<file path="config.mk">
export PLATFORM = sky130hd
export DESIGN_NAME = branch_predictor_flat
export DESIGN_NICKNAME = d
export VERILOG_FILES = /design/src/rtl/branch_predictor_if.sv /design/src/rtl/branch_predictor.sv /design/src/flat_wrapper.sv
export SDC_FILE = /design/constraint.sdc
export NUM_CORES = 2
export LEC_CHECK = 0
export BUFFER_PORTS_ARGS = -buffer_cell sky130_fd_sc_hd__buf_2
export CAP_MARGIN = 5
export CELL_PAD_IN_SITES_DETAIL_PLACEMENT = 0
export CELL_PAD_IN_SITES_GLOBAL_PLACEMENT = 1
export CORE_MARGIN = 2
export CORE_UTILIZATION = 35
export DETAILED_ROUTE_END_ITERATION = 8
export PLACE_DENSITY = 0.74
export SYNTH_ARGS = -nofsm -noshare
export SYNTH_HDL_FRONTEND = slang
export SYNTH_SLANG_ARGS = --single-unit
</file>
<file path="constraint.sdc">
create_clock -name CLK -period 3.4 [get_ports CLK]
set_clock_uncertainty 0.2 [all_clocks]
set_input_delay 0.34 -clock CLK [delete_from_list [all_inputs] [get_ports CLK]]
set_output_delay 0.34 -clock CLK [all_outputs]
set_load 0.01 [all_outputs]
</file>
<file path="src/rtl/branch_predictor_if.sv">
// Fetch/resolve-side bundle for the branch predictor: lookup request and response,
// training strobe and the misprediction counter.
interface branch_predictor_if;
    logic [31:0] pc;
    logic        pred_control;
    logic [31:0] pred_branch;
    logic        upd_en;
    logic [31:0] upd_pc;
    logic        upd_taken;
    logic [31:0] upd_target;
    logic        upd_mispred;
    logic [31:0] mispred_cnt;

    modport master (
        output pc, upd_en, upd_pc, upd_taken, upd_target, upd_mispred,
        input  pred_control, pred_branch, mispred_cnt
    );

    modport slave (
        input  pc, upd_en, upd_pc, upd_taken, upd_target, upd_mispred,
        output pred_control, pred_branch, mispred_cnt
    );
endinterface

</file>
<file path="src/rtl/branch_predictor.sv">
// Direct-mapped BTB with 2-bit saturating counters; combinational lookup against
// registered state, trained by the resolving stage on the clock edge.
module branch_predictor #(
    parameter int ENTRIES = 16
) (
    input  logic               CLK,
    input  logic               RST,
    branch_predictor_if.slave  bp
);
    localparam int IDX_W = $clog2(ENTRIES);
    localparam int TAG_W = 32 - IDX_W - 2;

    typedef logic [IDX_W-1:0] idx_t;
    typedef logic [TAG_W-1:0] tag_t;

    logic        valid_q  [ENTRIES];
    logic        valid_d  [ENTRIES];
    tag_t        tag_q    [ENTRIES];
    tag_t        tag_d    [ENTRIES];
    logic [31:0] target_q [ENTRIES];
    logic [31:0] target_d [ENTRIES];
    logic [1:0]  ctr_q    [ENTRIES];
    logic [1:0]  ctr_d    [ENTRIES];
    logic [31:0] cnt_q;
    logic [31:0] cnt_d;

    idx_t lk_idx_s;
    tag_t lk_tag_s;
    logic lk_hit_s;
    logic pred_control_s;
    idx_t up_idx_s;
    tag_t up_tag_s;
    logic up_hit_s;
    logic unused_s;

    function automatic logic [1:0] sat_inc(input logic [1:0] c);
        case (c)
            2'b00:   sat_inc = 2'b01;
            2'b01:   sat_inc = 2'b10;
            2'b10:   sat_inc = 2'b11;
            2'b11:   sat_inc = 2'b11;
            default: sat_inc = 2'b01;
        endcase
    endfunction

    function automatic logic [1:0] sat_dec(input logic [1:0] c);
        case (c)
            2'b00:   sat_dec = 2'b00;
            2'b01:   sat_dec = 2'b00;
            2'b10:   sat_dec = 2'b01;
            2'b11:   sat_dec = 2'b10;
            default: sat_dec = 2'b01;
        endcase
    endfunction

    assign unused_s = ^{bp.pc[1:0], bp.upd_pc[1:0]};

    // Lookup sees only registered state, so a same-cycle update is visible next cycle.
    always_comb begin
        lk_idx_s       = bp.pc[IDX_W+1:2];
        lk_tag_s       = bp.pc[31:IDX_W+2];
        lk_hit_s       = valid_q[lk_idx_s] && (tag_q[lk_idx_s] == lk_tag_s);
        pred_control_s = lk_hit_s & ctr_q[lk_idx_s][1];
    end

    assign bp.pred_control = pred_control_s;
    assign bp.pred_branch  = pred_control_s ? target_q[lk_idx_s] : 32'h0000_0000;
    assign bp.mispred_cnt  = cnt_q;

    // Training next-state: hit adjusts the counter, taken miss allocates at weak-T.
    always_comb begin
        valid_d  = valid_q;
        tag_d    = tag_q;
        target_d = target_q;
        ctr_d    = ctr_q;
        cnt_d    = cnt_q;
        up_idx_s = bp.upd_pc[IDX_W+1:2];
        up_tag_s = bp.upd_pc[31:IDX_W+2];
        up_hit_s = valid_q[up_idx_s] && (tag_q[up_idx_s] == up_tag_s);
        if (bp.upd_en) begin
            if (up_hit_s) begin
                if (bp.upd_taken) begin
                    ctr_d[up_idx_s]    = sat_inc(ctr_q[up_idx_s]);
                    target_d[up_idx_s] = bp.upd_target;
                end else begin
                    ctr_d[up_idx_s]    = sat_dec(ctr_q[up_idx_s]);
                end
            end else if (bp.upd_taken) begin
                valid_d[up_idx_s]  = 1'b1;
                tag_d[up_idx_s]    = up_tag_s;
                target_d[up_idx_s] = bp.upd_target;
                ctr_d[up_idx_s]    = 2'b10;
            end else begin
                ctr_d = ctr_q;
            end
            if (bp.upd_mispred && (cnt_q != 32'hFFFF_FFFF)) begin
                cnt_d = cnt_q + 32'd1;
            end else begin
                cnt_d = cnt_q;
            end
        end else begin
            cnt_d = cnt_q;
        end
    end

    // State registers; reset wins over a simultaneous training strobe.
    always_ff @(posedge CLK) begin
        if (RST) begin
            for (int i = 0; i < ENTRIES; i++) begin
                valid_q[i]  <= 1'b0;
                tag_q[i]    <= '0;
                target_q[i] <= 32'h0000_0000;
                ctr_q[i]    <= 2'b01;
            end
            cnt_q <= 32'h0000_0000;
        end else begin
            valid_q  <= valid_d;
            tag_q    <= tag_d;
            target_q <= target_d;
            ctr_q    <= ctr_d;
            cnt_q    <= cnt_d;
        end
    end
endmodule

</file>
<file path="src/flat_wrapper.sv">
// flat-port wrapper written by rule: the top's interface ports become plain ports
module branch_predictor_flat 
#(
    parameter int ENTRIES = 16
)
  (CLK, RST, bp_pc, bp_upd_en, bp_upd_pc, bp_upd_taken, bp_upd_target, bp_upd_mispred, bp_pred_control, bp_pred_branch, bp_mispred_cnt);
  branch_predictor_if bp_i ();
  input  logic CLK;
  input  logic RST;
  input wire logic [$bits(bp_i.pc)-1:0] bp_pc;
  input wire logic [$bits(bp_i.upd_en)-1:0] bp_upd_en;
  input wire logic [$bits(bp_i.upd_pc)-1:0] bp_upd_pc;
  input wire logic [$bits(bp_i.upd_taken)-1:0] bp_upd_taken;
  input wire logic [$bits(bp_i.upd_target)-1:0] bp_upd_target;
  input wire logic [$bits(bp_i.upd_mispred)-1:0] bp_upd_mispred;
  output wire logic [$bits(bp_i.pred_control)-1:0] bp_pred_control;
  output wire logic [$bits(bp_i.pred_branch)-1:0] bp_pred_branch;
  output wire logic [$bits(bp_i.mispred_cnt)-1:0] bp_mispred_cnt;
  assign bp_i.pc = bp_pc;
  assign bp_i.upd_en = bp_upd_en;
  assign bp_i.upd_pc = bp_upd_pc;
  assign bp_i.upd_taken = bp_upd_taken;
  assign bp_i.upd_target = bp_upd_target;
  assign bp_i.upd_mispred = bp_upd_mispred;
  assign bp_pred_control = bp_i.pred_control;
  assign bp_pred_branch = bp_i.pred_branch;
  assign bp_mispred_cnt = bp_i.mispred_cnt;
  branch_predictor #(.ENTRIES(ENTRIES)) u_core (.CLK(CLK), .RST(RST), .bp(bp_i));
endmodule
</file>
Yosys cells after proc, flatten, opt, wreduce, memory -nomap -nowiden
Index checks and enable logic that the tools add are counted.
{ "word_totals": {"output_inout_bits": 65, "inputBits": 101, "ff_bits": 1008, "wordCells": 140} }
{ "classes": {"n_addsub": 1, "mux": 45, "n_reduce_logical": 12, "bitwise": 8, "magnitude_cmp": 3, "eq_ne": 6} }
{ "ops": {"columns": ["operator", "n"], "rows": [
  ["512-bit bitwise mux", 1],
  ["416-bit bitwise mux", 1],
  ["32-bit 2-to-1 mux", 7],
  ["26-bit binary-select mux with 4-bit select", 2],
  ["26-bit 2-to-1 mux", 5],
  ["32-bit binary-select mux with 4-bit select", 1],
  ["32-bit demux with 4-bit select", 1],
  ["26-bit demux with 4-bit select", 1],
  ["32-bit bitwise mux", 2],
  ["26-bit equality test", 2],
  ["32-bit by 1-bit adder with 32-bit output (second input constant)", 1],
  ["32-bit inequality test (second input constant)", 1],
  ["16-bit bitwise OR", 2],
  ["2-bit 2-to-1 mux", 11],
  ["16-bit AND", 1],
  ["2-bit binary-select mux with 4-bit select", 2],
  ["16-bit inverter", 1],
  ["2-bit case mux with 3 select lines", 2],
  ["5-bit >= comparator (second input constant)", 2],
  ["4-bit inverter with 5-bit output", 2],
  ["1-bit binary-select mux with 4-bit select", 2],
  ["2-bit demux with 4-bit select", 1],
  ["2-bit AND reduction", 3],
  ["5-bit by 1-bit < comparator with 1-bit output (second input constant)", 1],
  ["other kinds (11)", 20]
]} }

Logic depth before layout (Yosys ltp)
{ "depth": {"depth_word": 13, "depth_mapped": 16, "ltp_nobuf": 8} }

Worst setup path before layout
OpenSTA, ideal clock, no wires.
{ "synth_path": {"path_kind": "input to output", "start": "input port bp_pc[2]", "end": "output port bp_pred_branch[10]", "path_slack_ps": -260, "stages": 9, "t_arrival_ps": 3120, "cell_sequence": "clkbuf_1 -> clkbuf_1 -> mux4_2 -> mux4_2 -> xor2_1 -> nor4_1 -> nand4_1 -> clkbuf_1 -> nor2b_1"} }
{ "synth_via": {"elab_chain_cells": 8, "word_cells_on_any_way": 17, "classes_between": "eq/ne (1); mux (13); bitwise (2); reduce/logical (1)"} }
{ "synth_lines": {"columns": ["item", "line_no", "text"], "rows": [
  ["start: declaration", "flat_wrapper.sv:10", "input wire logic [$bits(bp_i.pc)-1:0] bp_pc;"],
  ["4-bit inverter with 5-bit output (implied by the code) (*)", "branch_predictor.sv:62, branch_predictor.sv:63, branch_predictor.sv:67", null],
  ["26-bit binary-select mux with 4-bit select", "branch_predictor.sv:62", "lk_hit_s = valid_q[lk_idx_s] && (tag_q[lk_idx_s] == lk_tag_s);"],
  ["26-bit 2-to-1 mux (implied by the code) (2 in series)", "branch_predictor.sv:62", null],
  ["26-bit equality test", "branch_predictor.sv:62", null],
  ["1-bit logical AND", "branch_predictor.sv:62", null],
  ["1-bit AND", "branch_predictor.sv:63", "pred_control_s = lk_hit_s & ctr_q[lk_idx_s][1];"],
  ["32-bit 2-to-1 mux (*)", "branch_predictor.sv:67", "assign bp.pred_branch = pred_control_s ? target_q[lk_idx_s] : 32'h0000_0000;"],
  ["end: declaration", "flat_wrapper.sv:17", "output wire logic [$bits(bp_i.pred_branch)-1:0] bp_pred_branch;"]
]} }
Mark *: on every way between the ends. The rest lies on a longest branch, timed or not. The select of a mux whose other input is x is not followed.

Worst setup path after layout
{ "layout_path": {"start": "register u_core.tag_q[2] in the netlist's numbering", "end": "output port bp_pred_branch[27]"} }
{ "layout_via": {"elab_chain_cells": 7} }
{ "layout_lines": {"columns": ["item", "line_no", "text"], "rows": [
  ["start: declaration", "branch_predictor.sv:18", "tag_t tag_q [ENTRIES];"],
  ["start signal: assignment", "branch_predictor.sv:118", "tag_q <= tag_d;"],
  ["26-bit binary-select mux with 4-bit select", "branch_predictor.sv:62", null],
  ["26-bit 2-to-1 mux (implied by the code) (2 in series)", "branch_predictor.sv:62", null],
  ["26-bit equality test", "branch_predictor.sv:62", null],
  ["1-bit logical AND", "branch_predictor.sv:62", null],
  ["1-bit AND", "branch_predictor.sv:63", null],
  ["32-bit 2-to-1 mux", "branch_predictor.sv:67", null]
]} }
Every way passes these cells. The select of a mux whose other input is x is not followed.

==> metrics.txt <==
# TYPE chip_impl_metric gauge
chip_impl_metric{name="final_nets",unit=""} 7044
chip_impl_metric{name="crit_fanout",unit=""} 17
chip_impl_metric{name="final_antenna_net_count",unit=""} 0
chip_impl_metric{name="muxShareOfSynthArea",unit="%"} 16.55
chip_impl_metric{name="grt_util_met2",unit="%"} 40.75
chip_impl_info{name="grt-busiest-layer",value="met2"} 1
chip_impl_metric{name="die_h",unit="um"} 410.0
chip_impl_metric{name="net_count_after_synthesis",unit=""} 7103
chip_impl_metric{name="period_needed",unit="ns"} 4.308
chip_impl_info{name="failing_checks",value="setup timing"} 1
chip_impl_metric{name="design.die.area",unit="sq um"} 168100
chip_impl_metric{name="cts-htree-levels",unit=""} 3
chip_impl_info{name="hold_path.class",value="in2reg"} 1
chip_impl_metric{name="irDropWorstVdd",unit="uV"} 586.4
chip_impl_metric{name="grt_overall_usage",unit="%"} 25.95
chip_impl_metric{name="groute.layer.met3.usage",unit="%"} 4.395
chip_impl_metric{name="maxClockFrequency",unit="MHz"} 232.1
chip_impl_metric{name="syn2layout_area_growth",unit="%"} 19.42
chip_impl_metric{name="gp_congestion",unit=""} 0.8920
chip_impl_metric{name="remaining_global_route_overflow",unit=""} 0
chip_impl_metric{name="cts_inserted_buffers",unit=""} 115
chip_impl_metric{name="p_switching",unit="mW"} 7.112
chip_impl_metric{name="critPathRequiredTime",unit="ns"} 2.86
chip_impl_metric{name="power_frac_comb",unit="%"} 8.2
chip_impl_metric{name="via_count",unit=""} 57280
chip_impl_metric{name="clock_latency",unit="ns"} 0.80
chip_impl_info{name="cts_root_buffer",value="clkbuf_16"} 1
chip_impl_metric{name="clk_slew_on_worst_s_h_paths",unit="ns"} 0.06
chip_impl_metric{name="synth_compound_area_share",unit="%"} 15.70
chip_impl_metric{name="clock_power_share",unit="%"} 48.8
chip_impl_metric{name="fraction_of_the_cycle_the_final_worst_path_needs",unit="%"} 126.7
chip_impl_metric{name="finalNonFillerCells",unit=""} 9234
chip_impl_metric{name="seq_power_share",unit="%"} 43.1
chip_impl_metric{name="power.share.switching",unit="%"} 25.46
chip_impl_metric{name="grt_pass1_vias",unit=""} 53540
chip_impl_metric{name="async_reset_ff_share",unit="%"} 0
chip_impl_metric{name="dp_hpwl",unit="um"} 134800
chip_impl_metric{name="power_per_cell_area",unit="nW/um^2"} 405.4
chip_impl_metric{name="cts.sink_count",unit=""} 1008
chip_impl_metric{name="synth.avg_cell_area",unit="sq um"} 8.242
chip_impl_info{name="worst-setup-path-type",value="reg2out"} 1
chip_impl_metric{name="synth_simple_gate_area_share",unit="%"} 25.18
chip_impl_metric{name="detail_route.iter0.violations",unit=""} 7723
chip_impl_info{name="synthDominantAreaCellType",value="dfxtp_1"} 1
chip_impl_info{name="setup_repair_after_global_routing_missed_its_margin",value="yes"} 1
chip_impl_metric{name="top_level_ports",unit=""} 166
chip_impl_info{name="cts_tree",value="done"} 1
chip_impl_metric{name="detailedRoute.firstPassIterationCount",unit=""} 6
chip_impl_info{name="synth_top_family_by_area",value="simple AND/OR/NAND/NOR gates"} 1
chip_impl_metric{name="portBuffers",unit=""} 161
chip_impl_metric{name="synth.yosys.seq_area_share",unit="%"} 34.97
chip_impl_metric{name="rel_slew_slack",unit="%"} 40.63
chip_impl_metric{name="synth_edf_count",unit=""} 0
chip_impl_metric{name="ys_ff_latch",unit=""} 1008
chip_impl_metric{name="layout_setup_ws",unit="ns"} -0.9077
chip_impl_metric{name="detail_route.vias_per_cell",unit=""} 6.203
chip_impl_info{name="synth_area_leaders",value="dfxtp_1 (35%), mux4_2 (15%), nand2_1 (7.1%)"} 1
chip_impl_info{name="outcome",value="finished with violations"} 1
chip_impl_metric{name="max_slew.worst_pin.slew",unit="ns"} 0.8823
chip_impl_metric{name="post_synth_inst_count",unit=""} 7001
chip_impl_metric{name="core_area",unit="sq um"} 164400
chip_impl_info{name="critPathCaptureType",value="primary output"} 1
chip_impl_metric{name="worst-r2r-setup-slack",unit="ns"} -0.04
chip_impl_metric{name="rows",unit=""} 149
chip_impl_metric{name="max-cap-violations",unit=""} 0
chip_impl_metric{name="yosys_warning_count",unit=""} 0
chip_impl_metric{name="initial_core_util",unit="%"} 35.09
chip_impl_info{name="synthFlopType",value="dfxtp_1"} 1
chip_impl_metric{name="setup-tns-final",unit="ns"} -27.86
chip_impl_metric{name="report.final.setup_viol",unit=""} 47
chip_impl_metric{name="wl",unit="um"} 231000
chip_impl_metric{name="placed_cells_incl_taps",unit=""} 8943
chip_impl_metric{name="report.final.slew_viol_count",unit=""} 0
chip_impl_metric{name="drive_above_1_share",unit="%"} 19.22
chip_impl_metric{name="synthDistinctLibCells",unit=""} 59
chip_impl_metric{name="ctsLongestPathBuffers",unit=""} 3
chip_impl_metric{name="cell_internal_pwr",unit="mW"} 20.82
chip_impl_metric{name="final_hold_viol_count",unit=""} 0
chip_impl_metric{name="grt_antenna_before_repair",unit=""} 7
chip_impl_info{name="critical_path.startpoint_type",value="flip-flop"} 1
chip_impl_metric{name="met1_usage",unit="%"} 35.85
chip_impl_metric{name="die_width",unit="um"} 410.0
chip_impl_metric{name="arrival",unit="ns"} 3.77
chip_impl_metric{name="post_synth_adder_cell_area",unit="%"} 0.05638
chip_impl_metric{name="synth_xor_area_share",unit="%"} 1.260
chip_impl_metric{name="grt_max_degree",unit=""} 146
chip_impl_metric{name="drt_drc_violations_left",unit=""} 0
chip_impl_metric{name="power_total",unit="mW"} 27.94
chip_impl_metric{name="wl_per_cell",unit="um"} 25.02
chip_impl_metric{name="synth_largest_type_area_fraction",unit="%"} 34.97
chip_impl_metric{name="grt_pass1_wl",unit="um"} 342200
chip_impl_metric{name="cellLeakagePower",unit="nW"} 24.12
chip_impl_metric{name="mappedNetlistArea",unit="sq um"} 57700
-- layer usage --
| metal | wire [um] | vias up |
|---|---|---|
| met4 | 8736 | 10 |
| met3 | 22190 | 519 |
| met2 | 104500 | 3119 |
| met5 | 68 | - |
| li1 | - | 25190 |
| met1 | 95490 | 28440 |
-- final timing paths --
kind,start,end,depth (start not counted)
setup / recovery,u_core.tag_q[2],bp_pred_branch[27],10
setup reg to reg,u_core.tag_q[49],u_core.tag_q[101],16
hold / removal,bp_upd_en,u_core.bp.mispred_cnt[0],5
hold reg to reg,u_core.target_q[2],u_core.target_q[2],2
-- per-stage QoR --
stage / util [%] / hold WS [ns] / setup WS (ns) / area, sq um
global route: 41.91 / 0.2154 / -0.9578 / 68900
finish: 41.91 / 0.1994 / -0.9077 / 68910
floorplan: - / 0.2252 / 0.01713 / 57890
detailed placement: 38.48 / 0.2397 / -0.7754 / 63280
global placement: 38.48 / 0.2364 / -0.7702 / 63280
CTS: 41.37 / 0.1437 / -0.8270 / 68020
-- cell type report --
class	instances	area [sq um]
clock buffers	178	3476
well taps	2189	2739
multi-input cells	5125	34490
repair buffers	667	7269
clock inverters	41	645.6
diodes	1	2.502
inverters	25	98.84
fillers	16040	95520
flip-flops and latches	1008	20190
-- critical path, cell delays in order (launching register included) --
cell and delay, ns:
dfxtp_1 0.35, mux4_2 0.49, mux4_2 0.55, xnor2_1 0.21, nand4_1 0.27, nor3_2 0.29, nand4_1 0.13, buf_6 0.20
buf_12 0.17, nor2b_2 0.15, buf_2 0.14
-- cells by family (layout without fill, tap and decap cells) --
| logic type | count (synthesis) | after routing |
|---|---|---|
| buffers and inverters | 868 | 911 |
| adders and majority gates | 3 | 3 |
| other | 0 | 1 |
| AOI/OAI and AO/OA | 1519 | 1519 |
| xor gates and xnor gates | 83 | 83 |
| DFF | 1008 | 1008 |
| and+or+nand+nor | 3043 | 3043 |
| muxes | 477 | 477 |
-- synthesized netlist by cell type, drive strengths merged (2+ instances only) --
cell type  count
nand4        430
a21oi        532
o2111ai        4
nand3b         2
buf          316
clkbuf       527
o211ai         6
a41oi         32
xor2          48
or2            3
mux4         378
o21ai        445
inv           24
a31oi          2
nor3b          3
nor4          26
o22ai         16
nand2       1094
nor2b        458
nand2b        30
a221oi         7
nor3           7
o221ai         2
and3          10
xnor2         35
nand3        459
maj3           2
mux2          35
a211oi         2
o31ai         18
nor2         504
a2111oi        3
o31a          16
mux2i         64
a22oi        426
and2          15
dfxtp       1008
-- flip-flops by register name (all words and copies together), names as in the netlist --
signal and count:
u_core.valid_q 16, u_core.ctr_q 32, u_core.target_q 512, u_core.bp.mispred_cnt 32
u_core.tag_q 416
-- cells in the final DEF, fill, tap and decap left out, types with 134 or more instances in the layout --
cell type and count:
nand2_1 1083, o21ai_0 403, mux4_2 378, nor2b_1 425, nor2_1 485, a22oi_1 426
nand4_1 430, a21oi_1 532, buf_2 137, nand3_1 455, clkbuf_16 134, buf_4 285
buf_12 149, dfxtp_1 999
-- power groups by stage --
stage                     combinational, mW  sequential [mW]  clock [mW]
after floorplan                        1.31             12.2           0
after global placement                 2.15             12.3           0
after detailed placement               2.17             12.3           0
after CTS                              2.22             12.0        13.7
after global routing                   2.39             12.0        14.2
final                                  2.29             12.0        13.6
-- repair_timing --
action,in CTS,in global routing
gates resized for setup,44,89
setup buffers,3,10
endpoints found under the hold margin,549,0
gates cloned,2,22
pin swaps,3,69
hold buffers,34,0
endpoints found under the setup margin,33,218
No activity file was read; power rests on OpenSTA's default activity.
